`config.mk`:
```
export PLATFORM = sky130hd
export DESIGN_NAME = seq_div8
export DESIGN_NICKNAME = d
export VERILOG_FILES = /design/src/rtl/seq_div8.sv
export SDC_FILE = /design/constraint.sdc
export NUM_CORES = 1
export LEC_CHECK = 0
export BUFFER_PORTS_ARGS = -buffer_cell sky130_fd_sc_hd__buf_4
export CORE_MARGIN = 2
export CORE_UTILIZATION = 50
export DETAILED_ROUTE_END_ITERATION = 16
export HOLD_SLACK_MARGIN = 0.05
export PLACE_DENSITY_LB_ADDON = 0.2
export RECOVER_POWER = 50
export SETUP_SLACK_MARGIN = 0.4
export SLEW_MARGIN = 20
export SYNTH_ARGS = -nofsm -noshare
export SYNTH_HDL_FRONTEND = slang
export SYNTH_SLANG_ARGS = --single-unit
```
`constraint.sdc`:
```
create_clock -name clk -period 3.1 [get_ports clk]
set_input_delay 0.155 -clock clk [delete_from_list [all_inputs] [get_ports clk]]
set_output_delay 0.155 -clock clk [all_outputs]
set_load 0.005 [all_outputs]
```
`src/rtl/seq_div8.sv`:
```
// Multi-cycle restoring divider: one shift/subtract/test per clock, with signed
// magnitude pre-processing, a sign-fix cycle, and divide-by-zero / overflow flags.
module seq_div8 #(
    parameter int WIDTH = 8
) (
    input  logic             clk,
    input  logic             rst_n,
    input  logic             strt,
    input  logic [WIDTH-1:0] dividend,
    input  logic [WIDTH-1:0] divisor,
    input  logic             sgn,
    output logic [WIDTH-1:0] quotient,
    output logic [WIDTH-1:0] remainder,
    output logic             busy,
    output logic             done,
    output logic             dbz,
    output logic             OV
);

    localparam int CW = (WIDTH > 2) ? $clog2(WIDTH) : 1;
    localparam logic [CW-1:0]    CNT_LAST = CW'(WIDTH - 1);
    localparam logic [WIDTH-1:0] MIN_NEG  = {1'b1, {(WIDTH-1){1'b0}}};
    localparam logic [WIDTH-1:0] ALL_ONES = {WIDTH{1'b1}};

    typedef enum logic [1:0] {IDLE, DIV, FIX} state_t;

    function automatic logic signed [WIDTH-1:0] negate(input logic signed [WIDTH-1:0] v);
        return -v;
    endfunction

    // In signed mode a negative operand is replaced by its magnitude; the
    // most negative value maps onto itself, which reads correctly as unsigned.
    function automatic logic [WIDTH-1:0] magnitude(input logic [WIDTH-1:0] v,
                                                   input logic             is_signed);
        return (is_signed && v[WIDTH-1]) ? negate(v) : v;
    endfunction

    state_t           state_q;
    logic [CW-1:0]    cnt_q;
    logic [WIDTH-1:0] rem_q;
    logic [WIDTH-1:0] quo_q;
    logic [WIDTH-1:0] dvs_q;
    logic             negq_q;
    logic             negr_q;
    logic             dbz_pend_q;
    logic             ov_pend_q;
    logic [WIDTH-1:0] quotient_q;
    logic [WIDTH-1:0] remainder_q;
    logic             busy_q;
    logic             done_q;
    logic             dbz_q;
    logic             ov_q;

    logic [WIDTH+1:0] trial_d;
    logic [WIDTH-1:0] rem_d;
    logic [WIDTH-1:0] quo_d;

    // A negative trial implies the shifted remainder was below the divisor,
    // so dropping its top bit on restore loses nothing.
    always_comb begin
        trial_d = {1'b0, rem_q, quo_q[WIDTH-1]} - {2'b00, dvs_q};
        rem_d   = trial_d[WIDTH+1] ? {rem_q[WIDTH-2:0], quo_q[WIDTH-1]} : trial_d[WIDTH-1:0];
        quo_d   = {quo_q[WIDTH-2:0], ~trial_d[WIDTH+1]};
    end

    always_ff @(posedge clk or negedge rst_n) begin
        if (!rst_n) begin
            state_q     <= IDLE;
            cnt_q       <= '0;
            rem_q       <= '0;
            quo_q       <= '0;
            dvs_q       <= '0;
            negq_q      <= 1'b0;
            negr_q      <= 1'b0;
            dbz_pend_q  <= 1'b0;
            ov_pend_q   <= 1'b0;
            quotient_q  <= '0;
            remainder_q <= '0;
            busy_q      <= 1'b0;
            done_q      <= 1'b0;
            dbz_q       <= 1'b0;
            ov_q        <= 1'b0;
        end else begin
            done_q <= 1'b0;
            case (state_q)
                IDLE: begin
                    if (strt) begin
                        busy_q    <= 1'b1;
                        cnt_q     <= '0;
                        negq_q    <= sgn & (dividend[WIDTH-1] ^ divisor[WIDTH-1]);
                        negr_q    <= sgn & dividend[WIDTH-1];
                        dvs_q     <= magnitude(divisor, sgn);
                        quo_q     <= magnitude(dividend, sgn);
                        ov_pend_q <= sgn && (dividend == MIN_NEG) && (divisor == ALL_ONES);
                        if (divisor == '0) begin
                            rem_q      <= dividend;
                            dbz_pend_q <= 1'b1;
                            state_q    <= FIX;
                        end else begin
                            rem_q      <= '0;
                            dbz_pend_q <= 1'b0;
                            state_q    <= DIV;
                        end
                    end
                end
                DIV: begin
                    rem_q <= rem_d;
                    quo_q <= quo_d;
                    if (cnt_q == CNT_LAST) begin
                        state_q <= FIX;
                    end else begin
                        cnt_q <= cnt_q + 1'b1;
                    end
                end
                FIX: begin
                    if (dbz_pend_q) begin
                        quotient_q  <= ALL_ONES;
                        remainder_q <= rem_q;
                        dbz_q       <= 1'b1;
                        ov_q        <= 1'b0;
                    end else begin
                        quotient_q  <= negq_q ? negate(quo_q) : quo_q;
                        remainder_q <= negr_q ? negate(rem_q) : rem_q;
                        dbz_q       <= 1'b0;
                        ov_q        <= ov_pend_q;
                    end
                    busy_q  <= 1'b0;
                    done_q  <= 1'b1;
                    state_q <= IDLE;
                end
                default: state_q <= IDLE;
            endcase
        end
    end

    assign quotient  = quotient_q;
    assign remainder = remainder_q;
    assign busy      = busy_q;
    assign done      = done_q;
    assign dbz       = dbz_q;
    assign OV        = ov_q;

endmodule

```
# Word level (Yosys, flattened, before mapping)
# Index checks and enable logic that the tools add are counted.
[totals] regBits=53 elab_cells=71
[classes] add_sub_neg=6 eq_ne=8 muxes=25 bitwise=4 reduce_logical=13
[ops] operator="$mux 8" count=10
[ops] operator="$neg 8->8" count=4
[ops] operator="$pmux 8 s2" count=2
[ops] operator="$eq 8x8->1 const B" count=2
[ops] operator="$sub 9x8->10" count=1
[ops] operator="$logic_not 8->1" count=1
[ops] operator="$reduce_and 2->1" count=4
[ops] operator="$mux 2" count=3
[ops] operator="$mux 3" count=2
[ops] operator="$ne 2x2->1 const B" count=3
[ops] operator="$pmux 3 s2" count=1
[ops] operator="$mux 1" count=5
[ops] operator="$logic_and 1x1->1" count=4
[ops] operator="$pmux 2 s2" count=1
[ops] operator="$reduce_bool 2->1" count=2
[ops] operator="$add 3x1->3 const B" count=1
[ops] operator="$eq 3x3->1 const B" count=1
[ops] operator="$reduce_and 3->1" count=1
[ops] operator="$and 1x1->1" count=2
[ops] operator="$eq 2x1->1 const B" count=1
[ops] operator="$eq 2x2->1 const B" count=1
[ops] operator="$logic_not 2->1" count=1
[ops] operator="$pmux 1 s2" count=1
[ops] operator="$not 1->1" count=1
[ops] operator="$xor 1x1->1" count=1

# Depth between registers and ports, before layout
[logic_depth] depth_word=4 depth_mapped=9 depth_no_buf=9

# Worst setup path before layout
# No wires, ideal clock.
[synth_timing] kind="register to register" from="register rem_q[5]" to="register rem_q[1]" arrival_ns=1.892 setup_slack_ns=1.065 path_stages_with_launch=8 cell_sequence="dfrtp_1 > ha_1 > a21o_1 > a221oi_2 > and2_4 > buf_6 > mux2i_1 > o221ai_1"
[synth_between] elab_chain_len=3
[synth_lines] element="start: declaration" line_no="40" rtl="logic [WIDTH-1:0] rem_q;"
[synth_lines] element="start signal: assignment" line_no="96" rtl="rem_q <= dividend;"
[synth_lines] element="start signal: assignment" line_no="107" rtl="rem_q <= rem_d;"
[synth_lines] element="$sub 9x8->10" line_no="61" rtl="trial_d = {1'b0, rem_q, quo_q[WIDTH-1]} - {2'b00, dvs_q};"
[synth_lines] element="$mux 8" line_no="62" rtl="rem_d = trial_d[WIDTH+1] ? {rem_q[WIDTH-2:0], quo_q[WIDTH-1]} : trial_d[WIDTH-1:0];"
[synth_lines] element="$pmux 8 s2" line_no="85" rtl="case (state_q)"
# Every way passes these cells.
# A chain may end at the register's enable or synchronous reset.

# Final worst setup path
# Ends and elaborated chain as after synthesis.

==> flow_metrics.env <==
export IMPL_status="finished, final reports clean"
export IMPL_ys_ff_latch=53
export IMPL_register_area_sq_um=1330
export IMPL_final_max_slew_viol_count=0
export IMPL_cp_slowest_stage_delay_ns=0.46
export IMPL_die_y_microns=84.9
export IMPL_min_from="sgn"
export IMPL_clock_latency_ns=0.31
export IMPL_syn_nets=400
export IMPL_post_cts_resized=0
export IMPL_syn2layout_area_growth_pct=12.7
export IMPL_cts_sinks=53
export IMPL_period_share_pct=69.6
export IMPL_cp_top_family="compound AO/OA/AOI/OAI gates"
export IMPL_ant_nets=0
export IMPL_fin_skew_ns=0.0108
export IMPL_cpMaxStageDelayCell="dfrtp_1"
export IMPL_ys_flop_type="dfrtp_1"
export IMPL_rsz0062_at_grt="no"
export IMPL_clock_fmax_mhz=464
export IMPL_drt_wl_total_microns=7110
export IMPL_startpoint="rem_q[5]"
export IMPL_dr_pass1_iters=4
export IMPL_first_iter_violations=131
export IMPL_die_x_microns=84.9
export IMPL_antenna_found_initial=0
export IMPL_cp_end_kind="flip-flop"
export IMPL_arrival_ns=2.33
export IMPL_max_cap_violations=0
export IMPL_async_flop_share_pct=100
export IMPL_path_depth=6
export IMPL_reg2reg_from="rem_q[5]"
export IMPL_dieArea_sq_um=7210
export IMPL_r2r_setup_slack_ns=0.94
export IMPL_syn_cell_area_sq_um=3270
export IMPL_wire_per_inst_microns=15.0
export IMPL_critPathKind="reg2reg"
export IMPL_relSlewSlack_pct=13.1
export IMPL_multi_input_area_sq_um=1780
export IMPL_route_detailed_drc=0
export IMPL_synth_edf_count=0
export IMPL_syn_inst=364
export IMPL_finalSetupViolCount=0
export IMPL_initial_core_util_pct=51.5
export IMPL_post_cts_buffers=0
export IMPL_crit_required_ns=3.27
export IMPL_hold_class="in2reg"
export IMPL_ir_worst_vdd_uv=437
export IMPL_tightest_slew_ns=1.30
export IMPL_cts_tree="done"
export IMPL_root_buffer="clkbuf_8"
export IMPL_gp_congestion=0.906
export IMPL_cts_made_buffers=5
export IMPL_rr_worst_depth=6
export IMPL_cts_buffer_depth=2
export IMPL_cellPowerDensity_nw_per_um2=1020
export IMPL_grt_pass1_wl_microns=12300
export IMPL_worstReg2RegEnd="rem_q[1]"
export IMPL_synth_cell_type_count=62
export IMPL_antennaDiodeCount=0
export IMPL_clk_pin_slew_ns=0.10
export IMPL_ios=40
export IMPL_rows=29
export IMPL_grt_usage_pct=21.0
export IMPL_grt_overflow_total=0
export IMPL_cp_num_buf_inv=0
export IMPL_grt_max_degree=54
export IMPL_fin_crit_ns=2.16
export IMPL_drive_gt1_share_pct=16.1
export IMPL_avgSynthCellArea_sq_um=8.99
export IMPL_min_to="negq_q"
export IMPL_io_buffers=39
export IMPL_cp_max_fo=12
export IMPL_yosys_warnings=0
export IMPL_grt_pass1_vias=2559
export IMPL_path_cells="ha_1, a21o_1, a221oi_2, and2_4, mux2i_1, o221ai_1"
export IMPL_core_sq_um=6350
export IMPL_htreeDepth=2
export IMPL_finalHoldViolations=0
export IMPL_final_net_count=433
export IMPL_n_fill_cell=595
export IMPL_viasPerCell=5.64
export IMPL_final_util_pct=58.1
export IMPL_whs_path_depth=3
export IMPL_via_count=2679
export IMPL_dp_hpwl_microns=5430
export IMPL_power_leakage_nw=1.71
export IMPL_fin_tns_setup_ns=0
export IMPL_seq_area_frac_synth_pct=40.5
export IMPL_startpoint_type="flip-flop"
[where the power goes]
group | internal (mW) | leakage (nW) | switching (mW) | total [mW]
Combinational | 0.970 | 1.00 | 1.07 | 2.04
Clock | 0.182 | 0.0512 | 0.229 | 0.410
Sequential | 0.993 | 0.657 | 0.302 | 1.29
[stage by stage]
step | setup slack (ns) | instances | hold slack, ns | power (mW) | instance area [sq um]
finish | 0.943 | 475 | 0.124 | 3.75 | 3690
floorplan | 1.07 | 364 | -0.141 | 2.83 | 3270
global placement | 1.02 | 466 | 0.240 | 3.33 | 3580
global route | 0.798 | 475 | 0.138 | 4.10 | 3690
detailed placement | 0.961 | 466 | 0.237 | 3.36 | 3580
CTS | 0.960 | 475 | 0.124 | 3.77 | 3690
[layer usage]
layer	GRT usage [%]	part of all wire [%]	up-vias
li1	-	-	1347
met1	30.2	49	1255
met3	2.92	4.9	11
met2	33.6	44	66
met5	0	0	-
met4	5.63	1.5	0
[cells in the mapped netlist (2+ instances only)]
library cell,instances,area (sq um)
o22ai_1,5,31.3
o21bai_1,2,15.0
nor3b_1,2,15.0
o21ai_1,26,130
nor2b_1,3,18.8
a21oi_1,25,125
buf_2,3,15.0
clkbuf_1,9,33.8
o31ai_1,5,37.5
nor3_1,3,15.0
a221oi_1,2,17.5
or4_1,2,15.0
nand2b_1,6,37.5
mux2i_1,6,60.1
inv_1,19,71.3
a211oi_1,2,15.0
buf_6,2,22.5
or2b_1,2,15.0
nand3_1,7,35.0
a22oi_1,5,37.5
xnor2_1,20,175
nor4_1,2,12.5
a21o_1,5,37.5
a211o_1,2,17.5
nor2_1,34,128
nand4_1,2,12.5
ha_1,15,188
o221ai_1,2,17.5
xor2_1,7,61.3
dfrtp_1,53,1330
inv_2,3,11.3
nand2_1,44,165
a32oi_1,3,26.3
o21ai_0,8,40.0
[layout by cell type, fill, tap and decap left out, types with 3 or more instances in the layout]
| master | synthesis | layout |
|---|---|---|
| ha_1 | 15 | 15 |
| nand2_1 | 44 | 44 |
| a21oi_1 | 25 | 25 |
| xnor2_1 | 20 | 20 |
| a32oi_1 | 3 | 3 |
| a21o_1 | 5 | 5 |
| buf_4 | 0 | 27 |
| xor2_1 | 7 | 7 |
| o21ai_0 | 8 | 8 |
| clkbuf_4 | 0 | 12 |
| clkbuf_8 | 1 | 6 |
| nand2b_1 | 6 | 6 |
| o31ai_1 | 5 | 5 |
| o21ai_1 | 26 | 26 |
| nor3_1 | 3 | 3 |
| a22oi_1 | 5 | 5 |
| nand3_1 | 7 | 7 |
| mux2i_1 | 6 | 6 |
| dfrtp_1 | 53 | 53 |
| inv_1 | 19 | 19 |
| nor2_1 | 34 | 34 |
| o22ai_1 | 5 | 5 |
| nor2b_1 | 3 | 3 |
| inv_2 | 3 | 3 |
[tightest hold or removal path, delay by kind of cell]
kind | cells | cell delay (ns)
buffers and inverters | 1 | 0.14
AND/OR/NAND/NOR | 2 | 0.11
[state kept, by name, summed over array words and instances, names as in the netlist]
register    count
ov_pend_q       1
quo_q           8
OV              1
negr_q          1
quotient        8
dbz             1
remainder       8
dvs_q           8
cnt_q           3
rem_q           8
busy            1
done            1
dbz_pend_q      1
negq_q          1
state_q         2
[area by class of cell]
class,instances,share of cell area [%]
clock inverters,2,0.373
inverters,22,2.24
well taps,77,2.61
repair buffers,41,8.34
clock buffers,6,2.24
multi-input cells,274,48.2
flip-flops and latches,53,36.0
[cells by family after synthesis]
logic type | share of synthesized area (%)
adder cells (fa/ha/maj) | 6.35
AO/OA/AOI/OAI | 19.8
multiplexers | 2.18
AND/OR/NAND/NOR | 18.8
buffers and inverters | 5.12
flip-flops | 40.5
XOR/XNOR | 7.22
[worst max-delay path by stage]
| stage | to | slack [ns] |
|---|---|---|
| after floorplan | rem_q[1] | 1.07 |
| after global placement | rem_q[1] | 1.02 |
| after detailed placement | rem_q[1] | 0.96 |
| after CTS | rem_q[1] | 0.96 |
| after global routing | rem_q[1] | 0.80 |
| final | rem_q[1] | 0.94 |
[timing repair]
item,in CTS,in global routing
hold endpoints to repair,53,0
hold buffers,1,0
setup endpoints to repair,0,0
(Power assumes the default switching activity.)
